[src/rtl/multicycle_ctrl_fsm_pkg.sv]
// Shared encodings for the multicycle control FSM: states, opcodes, datapath select codes
// and small opcode-class helpers.
package multicycle_ctrl_fsm_pkg;

  typedef enum logic [2:0] {
    ST_IDLE   = 3'd0,
    ST_FETCH  = 3'd1,
    ST_DECODE = 3'd2,
    ST_EXEC   = 3'd3,
    ST_SHIFT  = 3'd4,
    ST_MEM    = 3'd5,
    ST_WB     = 3'd6
  } state_e;

  localparam logic [3:0] OP_RTYPE = 4'h0;
  localparam logic [3:0] OP_ADDI  = 4'h1;
  localparam logic [3:0] OP_ANDI  = 4'h2;
  localparam logic [3:0] OP_BEQZ  = 4'h3;
  localparam logic [3:0] OP_SLL   = 4'h4;
  localparam logic [3:0] OP_SRL   = 4'h5;
  localparam logic [3:0] OP_SRA   = 4'h6;
  localparam logic [3:0] OP_LW    = 4'h7;
  localparam logic [3:0] OP_LWU   = 4'h8;
  localparam logic [3:0] OP_LWL   = 4'h9;
  localparam logic [3:0] OP_SW    = 4'hA;
  localparam logic [3:0] OP_SWU   = 4'hB;
  localparam logic [3:0] OP_SWL   = 4'hC;
  localparam logic [3:0] OP_BLTZ  = 4'hD;
  localparam logic [3:0] OP_ILL_E = 4'hE;
  localparam logic [3:0] OP_ILL_F = 4'hF;

  localparam logic [1:0] PC_SEL_INC    = 2'b00;
  localparam logic [1:0] PC_SEL_BRANCH = 2'b01;
  localparam logic [1:0] A_SEL_RF      = 2'b01;
  localparam logic [1:0] B_SEL_REG     = 2'b10;
  localparam logic [1:0] B_SEL_IMM     = 2'b11;
  localparam logic [1:0] D_SEL_ALU     = 2'b01;
  localparam logic [1:0] D_SEL_MEM     = 2'b10;

  function automatic logic is_shift(input logic [3:0] op);
    return (op == OP_SLL) || (op == OP_SRL) || (op == OP_SRA);
  endfunction

  function automatic logic is_load(input logic [3:0] op);
    return (op == OP_LW) || (op == OP_LWU) || (op == OP_LWL);
  endfunction

  function automatic logic is_store(input logic [3:0] op);
    return (op == OP_SW) || (op == OP_SWU) || (op == OP_SWL);
  endfunction

  function automatic logic is_two_half(input logic [3:0] op);
    return (op == OP_LW) || (op == OP_SW);
  endfunction

  function automatic logic is_upper(input logic [3:0] op);
    return (op == OP_LWU) || (op == OP_SWU);
  endfunction

endpackage

[src/rtl/multicycle_ctrl_fsm_if.sv]
// Bundle between the instruction register / datapath / data memory and the control FSM.
interface multicycle_ctrl_fsm_if #(
  parameter int INST_W = 16,
  parameter int OAP_W  = 3
);
  logic [INST_W-1:0] INSTR;
  logic              Z_FLAG;
  logic              N_FLAG;
  // Memory handshake: MEM_REQ (with WR_EN/UL_SEL/PLUS1_SEL) stays stable while MEM_RDY=0;
  // a half completes in any MEM cycle where MEM_REQ and MEM_RDY are both high.
  logic              MEM_RDY;
  logic              MEM_REQ;
  logic              WR_EN;
  logic              INST_REG_EN;
  logic              PC_EN;
  logic [1:0]        PC_MUX_SEL;
  logic              RF_EN;
  logic              LDA;
  logic              LDQ;
  logic [1:0]        A_SEL;
  logic [1:0]        B_SEL;
  logic [1:0]        D_SEL;
  logic [OAP_W-1:0]  OAP;
  logic              SL;
  logic              SR;
  logic              SR_SEL;
  logic              PLUS1_SEL;
  logic              INST_TYPE_MUX_SEL;
  logic              WB_SEL;
  logic              UL_SEL;
  logic              ILLEGAL;
  logic              BUSY;
  logic [2:0]        STATE;

  modport master (
    input  INSTR, Z_FLAG, N_FLAG, MEM_RDY,
    output MEM_REQ, WR_EN, INST_REG_EN, PC_EN, PC_MUX_SEL, RF_EN, LDA, LDQ,
           A_SEL, B_SEL, D_SEL, OAP, SL, SR, SR_SEL, PLUS1_SEL, INST_TYPE_MUX_SEL,
           WB_SEL, UL_SEL, ILLEGAL, BUSY, STATE
  );

  modport slave (
    output INSTR, Z_FLAG, N_FLAG, MEM_RDY,
    input  MEM_REQ, WR_EN, INST_REG_EN, PC_EN, PC_MUX_SEL, RF_EN, LDA, LDQ,
           A_SEL, B_SEL, D_SEL, OAP, SL, SR, SR_SEL, PLUS1_SEL, INST_TYPE_MUX_SEL,
           WB_SEL, UL_SEL, ILLEGAL, BUSY, STATE
  );
endinterface

[src/rtl/multicycle_ctrl_fsm_shift_counter.sv]
// Shift-cycle counter: loads the shift amount before SHIFT, counts down while shifting and
// flags the final shift cycle.
module multicycle_ctrl_fsm_shift_counter #(
  parameter int SHAMT_W = 6
) (
  input  logic               clk_i,
  input  logic               rst_ni,
  input  logic               load_i,
  input  logic               dec_i,
  input  logic [SHAMT_W-1:0] shamt_i,
  output logic               last_o
);

  logic [SHAMT_W-1:0] cnt_q;

  always_ff @(posedge clk_i or negedge rst_ni) begin
    if (!rst_ni) begin
      cnt_q <= '0;
    end else if (load_i) begin
      cnt_q <= shamt_i;
    end else if (dec_i && (cnt_q != '0)) begin
      cnt_q <= cnt_q - SHAMT_W'(1);
    end
  end

  // Counting down to 1 rather than 0 lets the all-ones shift amount run without wrap.
  assign last_o = (cnt_q == SHAMT_W'(1));

endmodule

[src/rtl/multicycle_ctrl_fsm.sv]
// Multicycle control FSM: Moore decode of the registered state plus the opcode latched in DECODE,
// driving datapath selects/enables, branch resolution and the data-memory wait-state handshake.
module multicycle_ctrl_fsm
  import multicycle_ctrl_fsm_pkg::*;
#(
  parameter int INST_W  = 16,
  parameter int SHAMT_W = 6,
  parameter int OAP_W   = 3
) (
  input logic                  CLK,
  input logic                  RST_N,
  multicycle_ctrl_fsm_if.master bus
);

  localparam logic [OAP_W-1:0] OAP_ADD = '0;
  localparam logic [OAP_W-1:0] OAP_AND = OAP_W'(4);

  state_e             state_q, state_d;
  logic [3:0]         opcode_q;
  logic [SHAMT_W-1:0] shamt_q;
  logic [OAP_W-1:0]   oap_q;
  logic               half_q, half_d;
  logic [3:0]         instr_op;
  logic               shift_last;
  logic               unused_instr;

  assign instr_op     = bus.INSTR[INST_W-1 -: 4];
  assign unused_instr = ^bus.INSTR;

  always_ff @(posedge CLK or negedge RST_N) begin
    if (!RST_N) begin
      state_q  <= ST_IDLE;
      opcode_q <= '0;
      shamt_q  <= '0;
      oap_q    <= '0;
      half_q   <= 1'b0;
    end else begin
      state_q <= state_d;
      half_q  <= half_d;
      if (state_q == ST_DECODE) begin
        opcode_q <= instr_op;
        shamt_q  <= bus.INSTR[SHAMT_W-1:0];
        oap_q    <= bus.INSTR[OAP_W-1:0];
      end
    end
  end

  multicycle_ctrl_fsm_shift_counter #(.SHAMT_W(SHAMT_W)) u_shift_cnt (
    .clk_i   (CLK),
    .rst_ni  (RST_N),
    .load_i  ((state_q == ST_EXEC) && is_shift(opcode_q)),
    .dec_i   (state_q == ST_SHIFT),
    .shamt_i (shamt_q),
    .last_o  (shift_last)
  );

  assign bus.BUSY  = (state_q != ST_IDLE);
  assign bus.STATE = state_q;

  always_comb begin
    state_d               = state_q;
    half_d                = half_q;
    bus.INST_REG_EN       = 1'b0;
    bus.PC_EN             = 1'b0;
    bus.PC_MUX_SEL        = PC_SEL_INC;
    bus.RF_EN             = 1'b0;
    bus.LDA               = 1'b0;
    bus.LDQ               = 1'b0;
    bus.A_SEL             = 2'b00;
    bus.B_SEL             = 2'b00;
    bus.D_SEL             = 2'b00;
    bus.OAP               = OAP_ADD;
    bus.SL                = 1'b0;
    bus.SR                = 1'b0;
    bus.SR_SEL            = 1'b0;
    bus.PLUS1_SEL         = 1'b0;
    bus.INST_TYPE_MUX_SEL = 1'b0;
    bus.WB_SEL            = 1'b0;
    bus.UL_SEL            = 1'b0;
    bus.MEM_REQ           = 1'b0;
    bus.WR_EN             = 1'b0;
    bus.ILLEGAL           = 1'b0;

    case (state_q)
      ST_IDLE: state_d = ST_FETCH;

      ST_FETCH: begin
        bus.INST_REG_EN = 1'b1;
        bus.PC_EN       = 1'b1;
        state_d         = ST_DECODE;
      end

      // The IR was loaded in FETCH, so the live INSTR is the instruction being decoded.
      ST_DECODE: begin
        if ((instr_op == OP_ILL_E) || (instr_op == OP_ILL_F)) begin
          bus.ILLEGAL = 1'b1;
          state_d     = ST_FETCH;
        end else begin
          state_d = ST_EXEC;
        end
      end

      ST_EXEC: begin
        bus.A_SEL = A_SEL_RF;
        half_d    = 1'b0;
        case (opcode_q)
          OP_RTYPE: begin
            bus.B_SEL = B_SEL_REG;
            bus.OAP   = oap_q;
            bus.LDA   = 1'b1;
            state_d   = ST_WB;
          end
          OP_ADDI: begin
            bus.B_SEL = B_SEL_IMM;
            bus.LDA   = 1'b1;
            state_d   = ST_WB;
          end
          OP_ANDI: begin
            bus.B_SEL = B_SEL_IMM;
            bus.OAP   = OAP_AND;
            bus.LDA   = 1'b1;
            state_d   = ST_WB;
          end
          OP_BEQZ: begin
            if (bus.Z_FLAG) begin
              bus.PC_EN      = 1'b1;
              bus.PC_MUX_SEL = PC_SEL_BRANCH;
            end
            state_d = ST_FETCH;
          end
          OP_BLTZ: begin
            if (bus.N_FLAG) begin
              bus.PC_EN      = 1'b1;
              bus.PC_MUX_SEL = PC_SEL_BRANCH;
            end
            state_d = ST_FETCH;
          end
          default: begin
            if (is_shift(opcode_q)) begin
              bus.LDA    = 1'b1;
              bus.SR_SEL = (opcode_q == OP_SRA);
              state_d    = (shamt_q == '0) ? ST_WB : ST_SHIFT;
            end else if (is_load(opcode_q) || is_store(opcode_q)) begin
              bus.LDA               = 1'b1;
              bus.LDQ               = is_store(opcode_q);
              bus.B_SEL             = B_SEL_IMM;
              bus.INST_TYPE_MUX_SEL = is_store(opcode_q);
              state_d               = ST_MEM;
            end else begin
              state_d = ST_FETCH;
            end
          end
        endcase
      end

      ST_SHIFT: begin
        bus.SL     = (opcode_q == OP_SLL);
        bus.SR     = (opcode_q != OP_SLL);
        bus.SR_SEL = (opcode_q == OP_SRA);
        if (shift_last) state_d = ST_WB;
      end

      // Outputs depend only on state/opcode/half, so they hold steady across wait cycles.
      ST_MEM: begin
        bus.MEM_REQ   = 1'b1;
        bus.WR_EN     = is_store(opcode_q);
        bus.WB_SEL    = is_store(opcode_q);
        bus.UL_SEL    = is_two_half(opcode_q) ? half_q : is_upper(opcode_q);
        bus.PLUS1_SEL = is_two_half(opcode_q) && half_q;
        if (bus.MEM_RDY) begin
          if (is_two_half(opcode_q) && !half_q) begin
            half_d = 1'b1;
          end else begin
            half_d  = 1'b0;
            state_d = is_load(opcode_q) ? ST_WB : ST_FETCH;
          end
        end
      end

      ST_WB: begin
        bus.RF_EN = 1'b1;
        bus.D_SEL = is_load(opcode_q) ? D_SEL_MEM : D_SEL_ALU;
        state_d   = ST_FETCH;
      end

      default: state_d = ST_IDLE;
    endcase
  end

endmodule

[src/flat_wrapper.sv]
// flat-port wrapper written by rule: the top's interface ports become plain ports
module multicycle_ctrl_fsm_flat import multicycle_ctrl_fsm_pkg::*;
#(
  parameter int INST_W  = 16,
  parameter int SHAMT_W = 6,
  parameter int OAP_W   = 3
)
  (CLK, RST_N, bus_INSTR, bus_Z_FLAG, bus_N_FLAG, bus_MEM_RDY, bus_MEM_REQ, bus_WR_EN, bus_INST_REG_EN, bus_PC_EN, bus_PC_MUX_SEL, bus_RF_EN, bus_LDA, bus_LDQ, bus_A_SEL, bus_B_SEL, bus_D_SEL, bus_OAP, bus_SL, bus_SR, bus_SR_SEL, bus_PLUS1_SEL, bus_INST_TYPE_MUX_SEL, bus_WB_SEL, bus_UL_SEL, bus_ILLEGAL, bus_BUSY, bus_STATE);
  multicycle_ctrl_fsm_if #(.INST_W(INST_W), .OAP_W(OAP_W)) bus_i ();
  input logic CLK;
  input logic RST_N;
  input wire logic [$bits(bus_i.INSTR)-1:0] bus_INSTR;
  input wire logic [$bits(bus_i.Z_FLAG)-1:0] bus_Z_FLAG;
  input wire logic [$bits(bus_i.N_FLAG)-1:0] bus_N_FLAG;
  input wire logic [$bits(bus_i.MEM_RDY)-1:0] bus_MEM_RDY;
  output wire logic [$bits(bus_i.MEM_REQ)-1:0] bus_MEM_REQ;
  output wire logic [$bits(bus_i.WR_EN)-1:0] bus_WR_EN;
  output wire logic [$bits(bus_i.INST_REG_EN)-1:0] bus_INST_REG_EN;
  output wire logic [$bits(bus_i.PC_EN)-1:0] bus_PC_EN;
  output wire logic [$bits(bus_i.PC_MUX_SEL)-1:0] bus_PC_MUX_SEL;
  output wire logic [$bits(bus_i.RF_EN)-1:0] bus_RF_EN;
  output wire logic [$bits(bus_i.LDA)-1:0] bus_LDA;
  output wire logic [$bits(bus_i.LDQ)-1:0] bus_LDQ;
  output wire logic [$bits(bus_i.A_SEL)-1:0] bus_A_SEL;
  output wire logic [$bits(bus_i.B_SEL)-1:0] bus_B_SEL;
  output wire logic [$bits(bus_i.D_SEL)-1:0] bus_D_SEL;
  output wire logic [$bits(bus_i.OAP)-1:0] bus_OAP;
  output wire logic [$bits(bus_i.SL)-1:0] bus_SL;
  output wire logic [$bits(bus_i.SR)-1:0] bus_SR;
  output wire logic [$bits(bus_i.SR_SEL)-1:0] bus_SR_SEL;
  output wire logic [$bits(bus_i.PLUS1_SEL)-1:0] bus_PLUS1_SEL;
  output wire logic [$bits(bus_i.INST_TYPE_MUX_SEL)-1:0] bus_INST_TYPE_MUX_SEL;
  output wire logic [$bits(bus_i.WB_SEL)-1:0] bus_WB_SEL;
  output wire logic [$bits(bus_i.UL_SEL)-1:0] bus_UL_SEL;
  output wire logic [$bits(bus_i.ILLEGAL)-1:0] bus_ILLEGAL;
  output wire logic [$bits(bus_i.BUSY)-1:0] bus_BUSY;
  output wire logic [$bits(bus_i.STATE)-1:0] bus_STATE;
  assign bus_i.INSTR = bus_INSTR;
  assign bus_i.Z_FLAG = bus_Z_FLAG;
  assign bus_i.N_FLAG = bus_N_FLAG;
  assign bus_i.MEM_RDY = bus_MEM_RDY;
  assign bus_MEM_REQ = bus_i.MEM_REQ;
  assign bus_WR_EN = bus_i.WR_EN;
  assign bus_INST_REG_EN = bus_i.INST_REG_EN;
  assign bus_PC_EN = bus_i.PC_EN;
  assign bus_PC_MUX_SEL = bus_i.PC_MUX_SEL;
  assign bus_RF_EN = bus_i.RF_EN;
  assign bus_LDA = bus_i.LDA;
  assign bus_LDQ = bus_i.LDQ;
  assign bus_A_SEL = bus_i.A_SEL;
  assign bus_B_SEL = bus_i.B_SEL;
  assign bus_D_SEL = bus_i.D_SEL;
  assign bus_OAP = bus_i.OAP;
  assign bus_SL = bus_i.SL;
  assign bus_SR = bus_i.SR;
  assign bus_SR_SEL = bus_i.SR_SEL;
  assign bus_PLUS1_SEL = bus_i.PLUS1_SEL;
  assign bus_INST_TYPE_MUX_SEL = bus_i.INST_TYPE_MUX_SEL;
  assign bus_WB_SEL = bus_i.WB_SEL;
  assign bus_UL_SEL = bus_i.UL_SEL;
  assign bus_ILLEGAL = bus_i.ILLEGAL;
  assign bus_BUSY = bus_i.BUSY;
  assign bus_STATE = bus_i.STATE;
  multicycle_ctrl_fsm #(.INST_W(INST_W), .SHAMT_W(SHAMT_W), .OAP_W(OAP_W)) u_core (.CLK(CLK), .RST_N(RST_N), .bus(bus_i));
endmodule
[config.mk]
export PLATFORM = sky130hd
export DESIGN_NAME = multicycle_ctrl_fsm_flat
export DESIGN_NICKNAME = d
export VERILOG_FILES = /design/src/rtl/multicycle_ctrl_fsm_pkg.sv /design/src/rtl/multicycle_ctrl_fsm_if.sv /design/src/rtl/multicycle_ctrl_fsm_shift_counter.sv /design/src/rtl/multicycle_ctrl_fsm.sv /design/src/flat_wrapper.sv
export SDC_FILE = /design/constraint.sdc
export NUM_CORES = 1
export LEC_CHECK = 0
export ABC_CLOCK_PERIOD_IN_PS = 4400
export CORE_MARGIN = 3
export CORE_UTILIZATION = 49
export DETAILED_ROUTE_END_ITERATION = 16
export PLACE_DENSITY = 0.91
export SLEW_MARGIN = 40
export SYNTH_ARGS = -nofsm -noshare
export SYNTH_HDL_FRONTEND = slang
export SYNTH_SLANG_ARGS = --single-unit
[constraint.sdc]
create_clock -name CLK -period 4.4 [get_ports CLK]
set_clock_uncertainty 0.1 [all_clocks]
set_input_delay 0.44 -clock CLK [delete_from_list [all_inputs] [get_ports CLK]]
set_output_delay 0.44 -clock CLK [all_outputs]
set_load 0.05 [all_outputs]
==> results.md <==
- Status: finished clean
- I/O Buffers: 42
- WL per Instance: 15.5 um
- Number of fill cells in the layout: 249
- Finish-stage setup viols: 0
- Worst Setup Start Kind: flip-flop
- Most area-consuming cells after synthesis: dfrtp_1, mux2_2, a21oi_1
- Slowest CP cell: clkdlybuf4s50_1
- Cells after Synth: 168
- Drt total wl: 3.65 mm
- Share of async-settable or async-resettable flops after synthesis: 100%
- Clock-pin slew on the worst setup and hold paths: 0.11 ns
- CP max FO: 16
- Pre-antenna DRT Iters: 4
- Max Cap Viol: 0
- Clock root cell: clkbuf_4
- Clock buffer count from CTS: 3
- Slew @ Worst Pin: 0.520 ns
- FP Rows: 19
- Post-CTS Setup Inserts: 0
- Post-synth EDFFs: 0
- Sink Count: 20
- RSZ-0062 raised after global routing: false
- Ports: 51
- PD cells: 744 mW/mm^2
- Dpl cells: 230
- Max Root-Sink Buffers: 2
- Final TNS setup: 0 ns
- Synthesized area per cell: 8.74 um^2
- F_max: 316 MHz
- Synthesized flop and latch total: 20
- Crit path DAT: 2.63 ns
- Share of layout cells above drive strength 1: 12.3%
- 1st-iter DRT viols: 81
- CTS HTree Levels: 1
- Die H: 60.8 um
- Fin crit period: 3.17 ns
- Sequential element share of the synthesized area: 34.1%
- Crit Path Category: flip-flop to primary output
- Worst Hold Class: flip-flop to flip-flop
- Worst Setup End Kind: primary output
- GRT Residual Overflow: 0
- Overall power: 0.00142 W
- Launch point of the worst path: u_core.opcode_q[2]$_DFFE_PN0P_
- Crit path required time: 3.86 ns
- Leak: 0.778 nW
- Die Span X: 60.8 um
- # nets final: 228
- Slew Viols, Final: 0
- Initial core utilization: 52.4%
- Post-detail-place hpwl: 2.86 mm
- Die area: 0.00369 mm^2
- Worst r2r src: u_core.bus.STATE[0]$_DFFE_PN0P_
- Area leader, netlist: dfrtp_1
- Final hold vios: 0
- Yosys top cell area share: 34.1%
- Most common cell after layout, fill and taps aside: clkdlybuf4s50_1
- ANT nets after route: 0
- Synth-to-layout area growth: 30.1%
- Most frequent CP cell: a21oi_1
- Vias/cell: 6.02
- Largest net degree at the start of global routing: 21
- Cell variety after synth: 46
- Ys flop type: dfrtp_1
- GRT Total Usage: 21.5%
- Final period utilization: 72.0%
- CP cell instances: nor2b_1, a21oi_1, a21o_1, a21oi_1, clkdlybuf4s50_1
- First-pass GRT wire length: 5.91 mm
- CORE AREA: 0.00281 mm^2
- N_diodes: 0
- Initial antenna violation count: 0
- Residual DRC: 0
- Clock Latency Late Sink: 0.30 ns
- Max IR drop VDD: 0.000376 V
- Vias: 1415
- Max_slew headroom: 65.2%
- Most frequent cells in the layout: clkdlybuf4s50_1, dfrtp_1, a21oi_1, nor2_1, nand2_1
- RePlAce Congestion: 0.834
- Yosys warnings: 0
- Slowest stage delay, CP: 0.82 ns
- Synthesized area: 0.00147 mm^2
- Worst hold start: u_core.shamt_q[4]$_DFFE_PN0P_
- Vias in the first global route: 1346
- CTS tree: built
- Final std cells w/o fill: 235
[critical path: cells and delay by family, from the launching register on]
kind / cells / cell delay [ns]
compound gates: 3 / 0.48
buf+inv: 1 / 0.82
flops: 1 / 0.66
simple gates: 1 / 0.37
[power by group]
group | leakage (nW) | total (W) | internal (W) | switching (W)
logic | 0.511 | 0.000868 | 0.000353 | 0.000515
clock network | 0.0210 | 0.000107 | 0.0000505 | 0.0000565
registers | 0.246 | 0.000446 | 0.000272 | 0.000174
[layer usage]
layer	share of wire (%)	global-route usage, %	up-vias
li1	-	-	669
met1	40	25.2	676
met2	51	36.9	59
met3	6.2	3.19	11
met4	2.8	12.7	0
met5	0	0	-
[final cells by class]
class	count	area (um^2)	share of cell area (%)
clock buffer	4	36.3	1.90
inverter	7	26.3	1.38
multi-input combinational	129	876	45.8
sequential	20	500	26.2
tap	31	38.8	2.03
timing repair buffer	44	433	22.7
[synthesized netlist by cell type (all sizes together) (3+ instances only)]
library cell and n:
buf 9, and3 5, mux2 10, nor3b 4, inv 7, or3b 3, and2 4, clkbuf 4
dfrtp 20, nor2 13, nand2b 7, o21ai 8, a211oi 3, nand2 11, nor2b 4, a21oi 13
nand3b 4, nor3 8, nand3 5, a221o 4
[registers in the layout (all words and copies together), names as in the netlist]
register and count:
u_core.bus.STATE 3, u_core.half_q 1, u_core.shamt_q 4, u_core.opcode_q 4, u_core.u_shift_cnt.cnt_q 6, u_core.oap_q 2
[final timing paths]
kind | end | slack, ns | cells after the start
min in group asynchronous | u_core.u_shift_cnt.cnt_q[0]$_DFFE_PN0P_ | 0.49 | 2
worst min-delay path | u_core.u_shift_cnt.cnt_q[4]$_DFFE_PN0P_ | 0.45 | 2
max in group asynchronous | u_core.bus.STATE[1]$_DFFE_PN0P_ | 3.40 | 2
worst max-delay path | bus_B_SEL[0] | 1.23 | 5
worst min register to register | u_core.u_shift_cnt.cnt_q[4]$_DFFE_PN0P_ | 0.45 | 2
worst max register to register | u_core.u_shift_cnt.cnt_q[5]$_DFFE_PN0P_ | 2.39 | 4
[logic make-up after synthesis]
kind of cell | Yosys count | synth area share [%]
AO/OA/AOI/OAI | 37 | 17.1
flip-flops | 20 | 34.1
other | 1 | 0.255
buffers and inverters | 20 | 6.56
adder cells (fa/ha/maj) | 2 | 1.70
XOR/XNOR | 1 | 0.596
AND/OR/NAND/NOR | 77 | 32.0
multiplexers | 10 | 7.67
[metrics by stage]
| step | hold slack, ns | util [%] | worst slack (ns) | instance area (um^2) |
|---|---|---|---|---|
| global placement | 0.399 | 66.6 | 1.62 | 1870 |
| floorplan | 0.0444 | - | 1.15 | 1470 |
| detailed placement | 0.309 | 66.5 | 1.60 | 1860 |
| global route | 0.478 | 68.1 | 1.10 | 1910 |
| finish | 0.450 | 68.1 | 1.23 | 1910 |
| CTS | 0.455 | 68.1 | 1.25 | 1910 |
[repair_timing]
item	4_1_cts	5_1_grt
setup endpoints to repair	0	0
hold buffers	1	0
hold endpoints to repair	20	0
gates resized for setup	0	0
(Power assumes the default switching activity.)
